[src/rtl/cv32e40p_clk_en_pkg.sv]
// Shared types and widths for the core clock-enable controller.
// Stats widths are only used when CV32E40P_CLK_EN_STATS_EN is defined.
package cv32e40p_clk_en_pkg;

  typedef enum logic [1:0] {
    RUN       = 2'd0,
    IDLE_WAIT = 2'd1,
    GATED     = 2'd2,
    WAKE      = 2'd3
  } clk_en_state_e;

  localparam int unsigned CLK_EN_CNT_W   = 8;
  localparam int unsigned CLK_EN_STATS_W = 32;

endpackage

[src/rtl/cv32e40p_clk_en_stat_cnt.sv]
// Saturating event counter with synchronous clear; clear wins over increment.
module cv32e40p_clk_en_stat_cnt #(
  parameter int unsigned WIDTH = 32
) (
  input  logic             clk_i,
  input  logic             rst_i,
  input  logic             clr_i,
  input  logic             inc_i,
  output logic [WIDTH-1:0] cnt_o
);

  logic [WIDTH-1:0] cnt_q;

  always_ff @(posedge clk_i) begin
    if (rst_i) begin
      cnt_q <= '0;
    end else if (clr_i) begin
      cnt_q <= '0;
    end else if (inc_i && (cnt_q != '1)) begin
      cnt_q <= cnt_q + WIDTH'(1);
    end
  end

  assign cnt_o = cnt_q;

endmodule

[src/rtl/cv32e40p_clk_en_ctrl.sv]
// Clock-enable controller for the core clock gate, running on the free clock.
// Optional gated-cycle statistics are enabled with CV32E40P_CLK_EN_STATS_EN.
module cv32e40p_clk_en_ctrl
  import cv32e40p_clk_en_pkg::*;
#(
  parameter int unsigned IDLE_CYCLES = 4,
  parameter int unsigned WAKE_CYCLES = 2
) (
  input  logic        clk_i,
  input  logic        rst_i,
  input  logic        sleep_req_i,
  input  logic        core_busy_i,
  input  logic        bus_busy_i,
  input  logic        wake_i,
  input  logic        debug_req_i,
`ifdef CV32E40P_CLK_EN_STATS_EN
  input  logic        stats_clr_i,
  output logic [CLK_EN_STATS_W-1:0] gated_cycles_o,
`endif
  output logic        clk_en_o,
  output logic        core_sleep_o
);

  if (IDLE_CYCLES > 255) begin : g_bad_idle
    $error("IDLE_CYCLES must be in 0..255");
  end
  if ((WAKE_CYCLES < 1) || (WAKE_CYCLES > 255)) begin : g_bad_wake
    $error("WAKE_CYCLES must be in 1..255");
  end

  localparam logic [CLK_EN_CNT_W-1:0] IDLE_LAST = CLK_EN_CNT_W'(IDLE_CYCLES - 1);
  localparam logic [CLK_EN_CNT_W-1:0] WAKE_LAST = CLK_EN_CNT_W'(WAKE_CYCLES - 1);

  clk_en_state_e           state_q, state_d;
  logic [CLK_EN_CNT_W-1:0] idle_cnt_q, idle_cnt_d;
  logic [CLK_EN_CNT_W-1:0] wake_cnt_q, wake_cnt_d;
  logic                    clk_en_q, core_sleep_q;
  logic                    idle, wk;

  assign idle = sleep_req_i & ~core_busy_i & ~bus_busy_i & ~wake_i & ~debug_req_i;
  assign wk   = wake_i | debug_req_i;

  always_comb begin
    state_d    = state_q;
    idle_cnt_d = idle_cnt_q;
    wake_cnt_d = wake_cnt_q;
    unique case (state_q)
      RUN: begin
        idle_cnt_d = '0;
        if (idle) begin
          state_d = (IDLE_CYCLES == 0) ? GATED : IDLE_WAIT;
        end
      end
      IDLE_WAIT: begin
        if (!idle) begin
          state_d    = RUN;
          idle_cnt_d = '0;
        end else if (idle_cnt_q == IDLE_LAST) begin
          state_d    = GATED;
          idle_cnt_d = '0;
        end else begin
          idle_cnt_d = idle_cnt_q + 8'd1;
        end
      end
      GATED: begin
        if (wk) begin
          state_d    = WAKE;
          wake_cnt_d = '0;
        end
      end
      WAKE: begin
        // Fixed-length settle window; further wake events cannot stretch it.
        if (wake_cnt_q == WAKE_LAST) begin
          state_d = RUN;
        end else begin
          wake_cnt_d = wake_cnt_q + 8'd1;
        end
      end
      default: state_d = RUN;
    endcase
  end

  // Outputs are registered from the next state so they change only on the edge.
  always_ff @(posedge clk_i) begin
    if (rst_i) begin
      state_q      <= RUN;
      idle_cnt_q   <= '0;
      wake_cnt_q   <= '0;
      clk_en_q     <= 1'b1;
      core_sleep_q <= 1'b0;
    end else begin
      state_q      <= state_d;
      idle_cnt_q   <= idle_cnt_d;
      wake_cnt_q   <= wake_cnt_d;
      clk_en_q     <= (state_d != GATED);
      core_sleep_q <= (state_d == GATED) || (state_d == WAKE);
    end
  end

  assign clk_en_o     = clk_en_q;
  assign core_sleep_o = core_sleep_q;

`ifdef CV32E40P_CLK_EN_STATS_EN
  cv32e40p_clk_en_stat_cnt #(
    .WIDTH (CLK_EN_STATS_W)
  ) u_stats (
    .clk_i (clk_i),
    .rst_i (rst_i),
    .clr_i (stats_clr_i),
    .inc_i (~clk_en_q),
    .cnt_o (gated_cycles_o)
  );
`endif

endmodule
[config.mk]
export PLATFORM = sky130hd
export DESIGN_NAME = cv32e40p_clk_en_ctrl
export DESIGN_NICKNAME = d
export VERILOG_FILES = /design/src/rtl/cv32e40p_clk_en_pkg.sv /design/src/rtl/cv32e40p_clk_en_stat_cnt.sv /design/src/rtl/cv32e40p_clk_en_ctrl.sv
export SDC_FILE = /design/constraint.sdc
export NUM_CORES = 1
export LEC_CHECK = 0
export CORE_MARGIN = 3
export CORE_UTILIZATION = 42
export DETAILED_ROUTE_END_ITERATION = 12
export DONT_BUFFER_PORTS = 1
export PLACE_DENSITY = 0.53
export SKIP_CTS_REPAIR_TIMING = 1
export SLEW_MARGIN = 20
export SYNTH_ARGS = -nofsm -noshare
export SYNTH_HDL_FRONTEND = slang
export SYNTH_HIERARCHICAL = 1
export SYNTH_SLANG_ARGS = --single-unit
[constraint.sdc]
create_clock -name clk_i -period 1.82 [get_ports clk_i]
set_clock_uncertainty 0.15 [all_clocks]
set_input_delay 0.091 -clock clk_i [delete_from_list [all_inputs] [get_ports clk_i]]
set_output_delay 0.091 -clock clk_i [all_outputs]
set_load 0.01 [all_outputs]
Word-level counts from Yosys, hierarchy flattened
Cells that the tools add are included.
{"block": "word_totals", "out_inout_bits": 2, "word_cells": 43, "regBits": 20, "inputBits": 7}
{"block": "op_classes", "add_sub_neg": 2, "eq_ne": 10, "bitwise": 9, "n_mux": 12, "n_reduce_logical": 5}
{"op": "$mux W8", "n": 4}
{"op": "$pmux W8 S2", "n": 2}
{"op": "$add A8 B1 Y8 const B", "n": 2}
{"op": "$mux W2", "n": 5}
{"op": "$eq A2 B2 Y1 const B", "n": 4}
{"op": "$eq A8 B1 Y1 const B", "n": 1}
{"op": "$eq A8 B2 Y1 const B", "n": 1}
{"op": "$pmux W2 S4", "n": 1}
{"op": "$ne A2 B2 Y1 const B", "n": 3}
{"op": "$and A1 B1 Y1", "n": 4}
{"op": "$not A1 Y1", "n": 4}
{"op": "$reduce_bool A2 Y1", "n": 2}
{"op": "$reduce_and A3 Y1", "n": 1}
{"op": "$eq A2 B1 Y1 const B", "n": 1}
{"op": "$logic_not A2 Y1", "n": 1}
{"op": "$logic_or A1 B1 Y1", "n": 1}
{"op": "$or A1 B1 Y1", "n": 1}

Longest topological paths before layout
{"block": "depth", "word_depth": 9, "depth_mapped": 6, "ltp_nobuf": 6}

Least setup slack after synthesis
OpenSTA, ideal clock, no wires.
{"block": "synth_timing", "kind": "reg2reg", "startpoint": "register idle_cnt_q[0]", "endpoint": "register clk_en_q, in the netlist clk_en_o", "stages_incl_launch_ff": 7, "path_slack_ns": 0.274, "required_ns": 1.534, "synth_period_minus_slack_ns": 1.546, "setup_ns": 0.136, "path_buffers": 1, "t_arrival_ns": 1.260, "path_cell_list": "dfxtp_1 -> ha_1 -> nor4b_1 -> nand2_1 -> buf_2 -> a21oi_1 -> o221ai_1"}
{"block": "synth_via", "elab_chain_cells": 5}
{"element": "start: declaration", "line_no": "cv32e40p_clk_en_ctrl.sv:35", "source": "logic [CLK_EN_CNT_W-1:0] idle_cnt_q, idle_cnt_d;"}
{"element": "start signal: assignment", "line_no": "cv32e40p_clk_en_ctrl.sv:93", "source": "idle_cnt_q <= idle_cnt_d;"}
{"element": "$eq A8 B2 Y1", "line_no": "cv32e40p_clk_en_ctrl.sv:58", "source": "end else if (idle_cnt_q == IDLE_LAST) begin"}
{"element": "$mux W2", "line_no": "cv32e40p_clk_en_ctrl.sv:58"}
{"element": "$mux W2", "line_no": "cv32e40p_clk_en_ctrl.sv:55", "source": "if (!idle) begin"}
{"element": "$pmux W2 S4", "line_no": "cv32e40p_clk_en_ctrl.sv:47", "source": "unique case (state_q)"}
{"element": "$ne A2 B2 Y1", "line_no": "cv32e40p_clk_en_ctrl.sv:95", "source": "clk_en_q <= (state_d != GATED);"}
{"element": "end signal: assignment", "line_no": "cv32e40p_clk_en_ctrl.sv:95"}
{"element": "end: declaration", "line_no": "cv32e40p_clk_en_ctrl.sv:37", "source": "logic clk_en_q, core_sleep_q;"}
No other way between the ends.
A chain may end at the register's enable or synchronous reset.

Final worst setup path
{"block": "layout_timing", "startpoint": "register wake_cnt_q[1]", "endpoint": "register state_q[0]"}
{"block": "layout_via", "elab_chain_cells": 3}
{"element": "start: declaration", "line_no": "cv32e40p_clk_en_ctrl.sv:36", "source": "logic [CLK_EN_CNT_W-1:0] wake_cnt_q, wake_cnt_d;"}
{"element": "start signal: assignment", "line_no": "cv32e40p_clk_en_ctrl.sv:94", "source": "wake_cnt_q <= wake_cnt_d;"}
{"element": "$eq A8 B1 Y1", "line_no": "cv32e40p_clk_en_ctrl.sv:73", "source": "if (wake_cnt_q == WAKE_LAST) begin"}
{"element": "$mux W2", "line_no": "cv32e40p_clk_en_ctrl.sv:73"}
{"element": "$pmux W2 S4", "line_no": "cv32e40p_clk_en_ctrl.sv:47"}
{"element": "end signal: assignment", "line_no": "cv32e40p_clk_en_ctrl.sv:92", "source": "state_q <= state_d;"}
{"element": "end: declaration", "line_no": "cv32e40p_clk_en_ctrl.sv:34", "source": "clk_en_state_e state_q, state_d;"}
No other way between the ends.

==> results.ini <==
[logic_synthesis]
synth_top_cells_by_area = dfxtp_1, nor3_1, nor2_1
synthFlopType = dfxtp_1
postSynthAreaPerCell_um2 = 8.801
netlist.area_leader.share_pct = 36.63
syn-instance-count = 118
yosysWarnings = 6
seq_area_frac_synth_pct = 36.63
async_flop_share_pct = 0
synth_edf_count = 0
synth_top_area_cell = dfxtp_1
synth.distinct_cells = 41
synth_area_mm2 = 0.001038
syn-num-nets = 128
ys_seq_elements = 19

[timing]
post-route-min-period_ns = 1.677
worst_pin_slew_ns = 0.5139
setup_viol = 0
hold_viol = 0
tns_ns = 0
whs_ns = 0.06616
clock.fmax_ghz = 0.5964
fin_crit_sh_pct = 92.13
relSlewSlack_pct = 65.54
rsz0062_at_grt = no
drv_slew = 0

[clocking]
clk_pin_slew_ns = 0.11
clock_path_buffers = 2
cts_tree = done
insertion_delay_ns = 0.30
cts_buffers = 3
clockRootBuffer = clkbuf_4
h-tree-depth = 1
cts_sinks = 19

[route]
drc = 0
dr.pass1.iters = 4
route.detailed.wl_per_inst_um = 13.68
num_vias = 889
drt-initial-drc-count = 33
ant_nets = 0
via_per_inst = 5.849
wl_mm = 2.080

[final_layout]
layout.nets = 135
diodes = 0
nFillCells = 217
multi_input_area_um2 = 616.8
final_cell_mix = dfxtp_1, nor2_1, nand2_1, nor3_1, nand4_1
final_common_cell = dfxtp_1
fin_cells = 152
regArea_um2 = 380.4
final_core_util_pct = 49.48
drive_gt1_share_pct = 13.71
areaGrowthSynthToFinish_pct = 8.434

[global_route]
antenna_found_initial = 0
grtUsageMet3_pct = 2.552
grt_use_total_pct = 14.33
grt_pass1_wl_mm = 3.546
grt_pass1_vias = 771
grt_util_met1_pct = 20.28
busiest_layer = met2
grtUsageMet2_pct = 20.44
grt_overflow_total = 0
grt_max_degree = 14

[worst_setup_path]
r2r_start = wake_cnt_q[1]
startpoint = wake_cnt_q[1]
r2r_cells = 6
path_class = register to register
r2r_setup_slack_ns = 0.14
arrival_ns = 1.74
critical_path.endpoint = state_q[0]
critPathLaunchType = register
cp-end-kind = register
rr_endpoint = state_q[0]
path_cells = inv_1 -> ha_1 -> and4bb_2 -> a221oi_1 -> a21oi_1 -> nor3_1
critPathMaxStageDelay_ns = 0.39
worstPathRequired_ns = 1.88
path_max_fanout = 4
critPathSlowestCell = dfxtp_1

[placed_design]
portBuffers = 0
dpl.hpwl_mm = 1.475
globalplace.congestion = 0.7527
dpl.cell_count = 144

[floorplan]
pin_count = 9
rows = 17
core_area_mm2 = 0.002276
die_w_um = 55.73
initial_utilization_pct = 45.63
die_area_mm2 = 0.003105
die_y_um = 55.73

[pwr]
powerDensity_mw_per_mm2 = 582.3
ir_drop_mv = 0.4571
leakagePower_nw = 0.3500

[hold_path]
holdCritPathClass = input pin to register

[status]
status = complete, no violations

[job]
drv_cap = 0

==> final cells by class <==
class / instances / share of cell area (%)
timing repair buffer: 6 / 4.667
multi-input combinational: 91 / 54.78
clock buffer: 4 / 2.333
sequential: 19 / 33.78
inverter: 4 / 1.333
tap: 28 / 3.111
==> logic make-up (layout without fill, tap and decap cells) <==
| kind of cell | after synthesis | in the layout | share of synthesized area (%) |
|---|---|---|---|
| flops | 19 | 19 | 36.63 |
| fa+ha+maj | 3 | 3 | 3.615 |
| simple gates | 56 | 57 | 31.09 |
| compound gates | 22 | 22 | 15.30 |
| mux | 2 | 2 | 1.928 |
| buf+inv | 9 | 14 | 5.541 |
| xor+xnor | 7 | 7 | 5.904 |
==> worst min path at each step <==
stage	cells after the start	start	to	slack [ns]
6_report	4	bus_busy_i	idle_cnt_q[0]	0.07
4_1_cts	1	rst_i	idle_cnt_q[3]	-0.32
3_3_place_gp	1	rst_i	idle_cnt_q[4]	0.01
5_1_grt	4	bus_busy_i	idle_cnt_q[0]	0.08
3_5_place_dp	1	rst_i	idle_cnt_q[3]	0.01
2_1_floorplan	1	rst_i	idle_cnt_q[2]	0.01
==> flip-flops by register name, summed over array words and instances, names as in the netlist <==
name        count
clk_en_o        1
idle_cnt_q      8
state_q         2
wake_cnt_q      8
==> critical path: cells and delay by family (launching register included) <==
| kind | cells | cell delay [ns] |
|---|---|---|
| AOI/OAI and AO/OA | 2 | 0.40 |
| adders and majority gates | 1 | 0.16 |
| buffers and inverters | 1 | 0.06 |
| DFF | 1 | 0.39 |
| and+or+nand+nor | 2 | 0.44 |
==> layer usage <==
layer | wire length (um) | vias to the layer above | share of wire (%)
li1 | - | 446 | -
met1 | 1085 | 416 | 52
met2 | 856 | 23 | 41
met3 | 98 | 4 | 4.7
met4 | 40 | 0 | 1.9
met5 | 0 | - | 0
==> report_power, final <==
part	leakage [nW]	switching, mW	internal [mW]
clock	0.0150	0.131	0.0854
sequential	0.153	0.000919	0.416
combinational	0.182	0.0131	0.00937
total	0.350	0.145	0.511
==> cells in the mapped netlist, drive strengths merged (2+ instances only) <==
master,n
nand3,5
xor2,2
inv,4
nor2b,3
nand2,10
nor4,2
a31oi,4
dfxtp,19
o31ai,2
a21oi,6
and3,2
nor2,13
buf,4
nand4,6
mux2i,2
a211oi,2
xnor2,5
ha,3
nor3,9
==> per-stage QoR <==
stage / power, mW / worst slack (ns) / cell area (um2)
after global placement: 0.4398 / 0.1623 / 1054
final: 0.6557 / 0.1432 / 1126
after detailed placement: 0.4398 / 0.1117 / 1054
after global routing: 0.6947 / 0.002531 / 1126
after CTS: 0.6598 / 0.09542 / 1080
after floorplan: 0.4400 / 0.2736 / 1039
(Power assumes the default switching activity.)
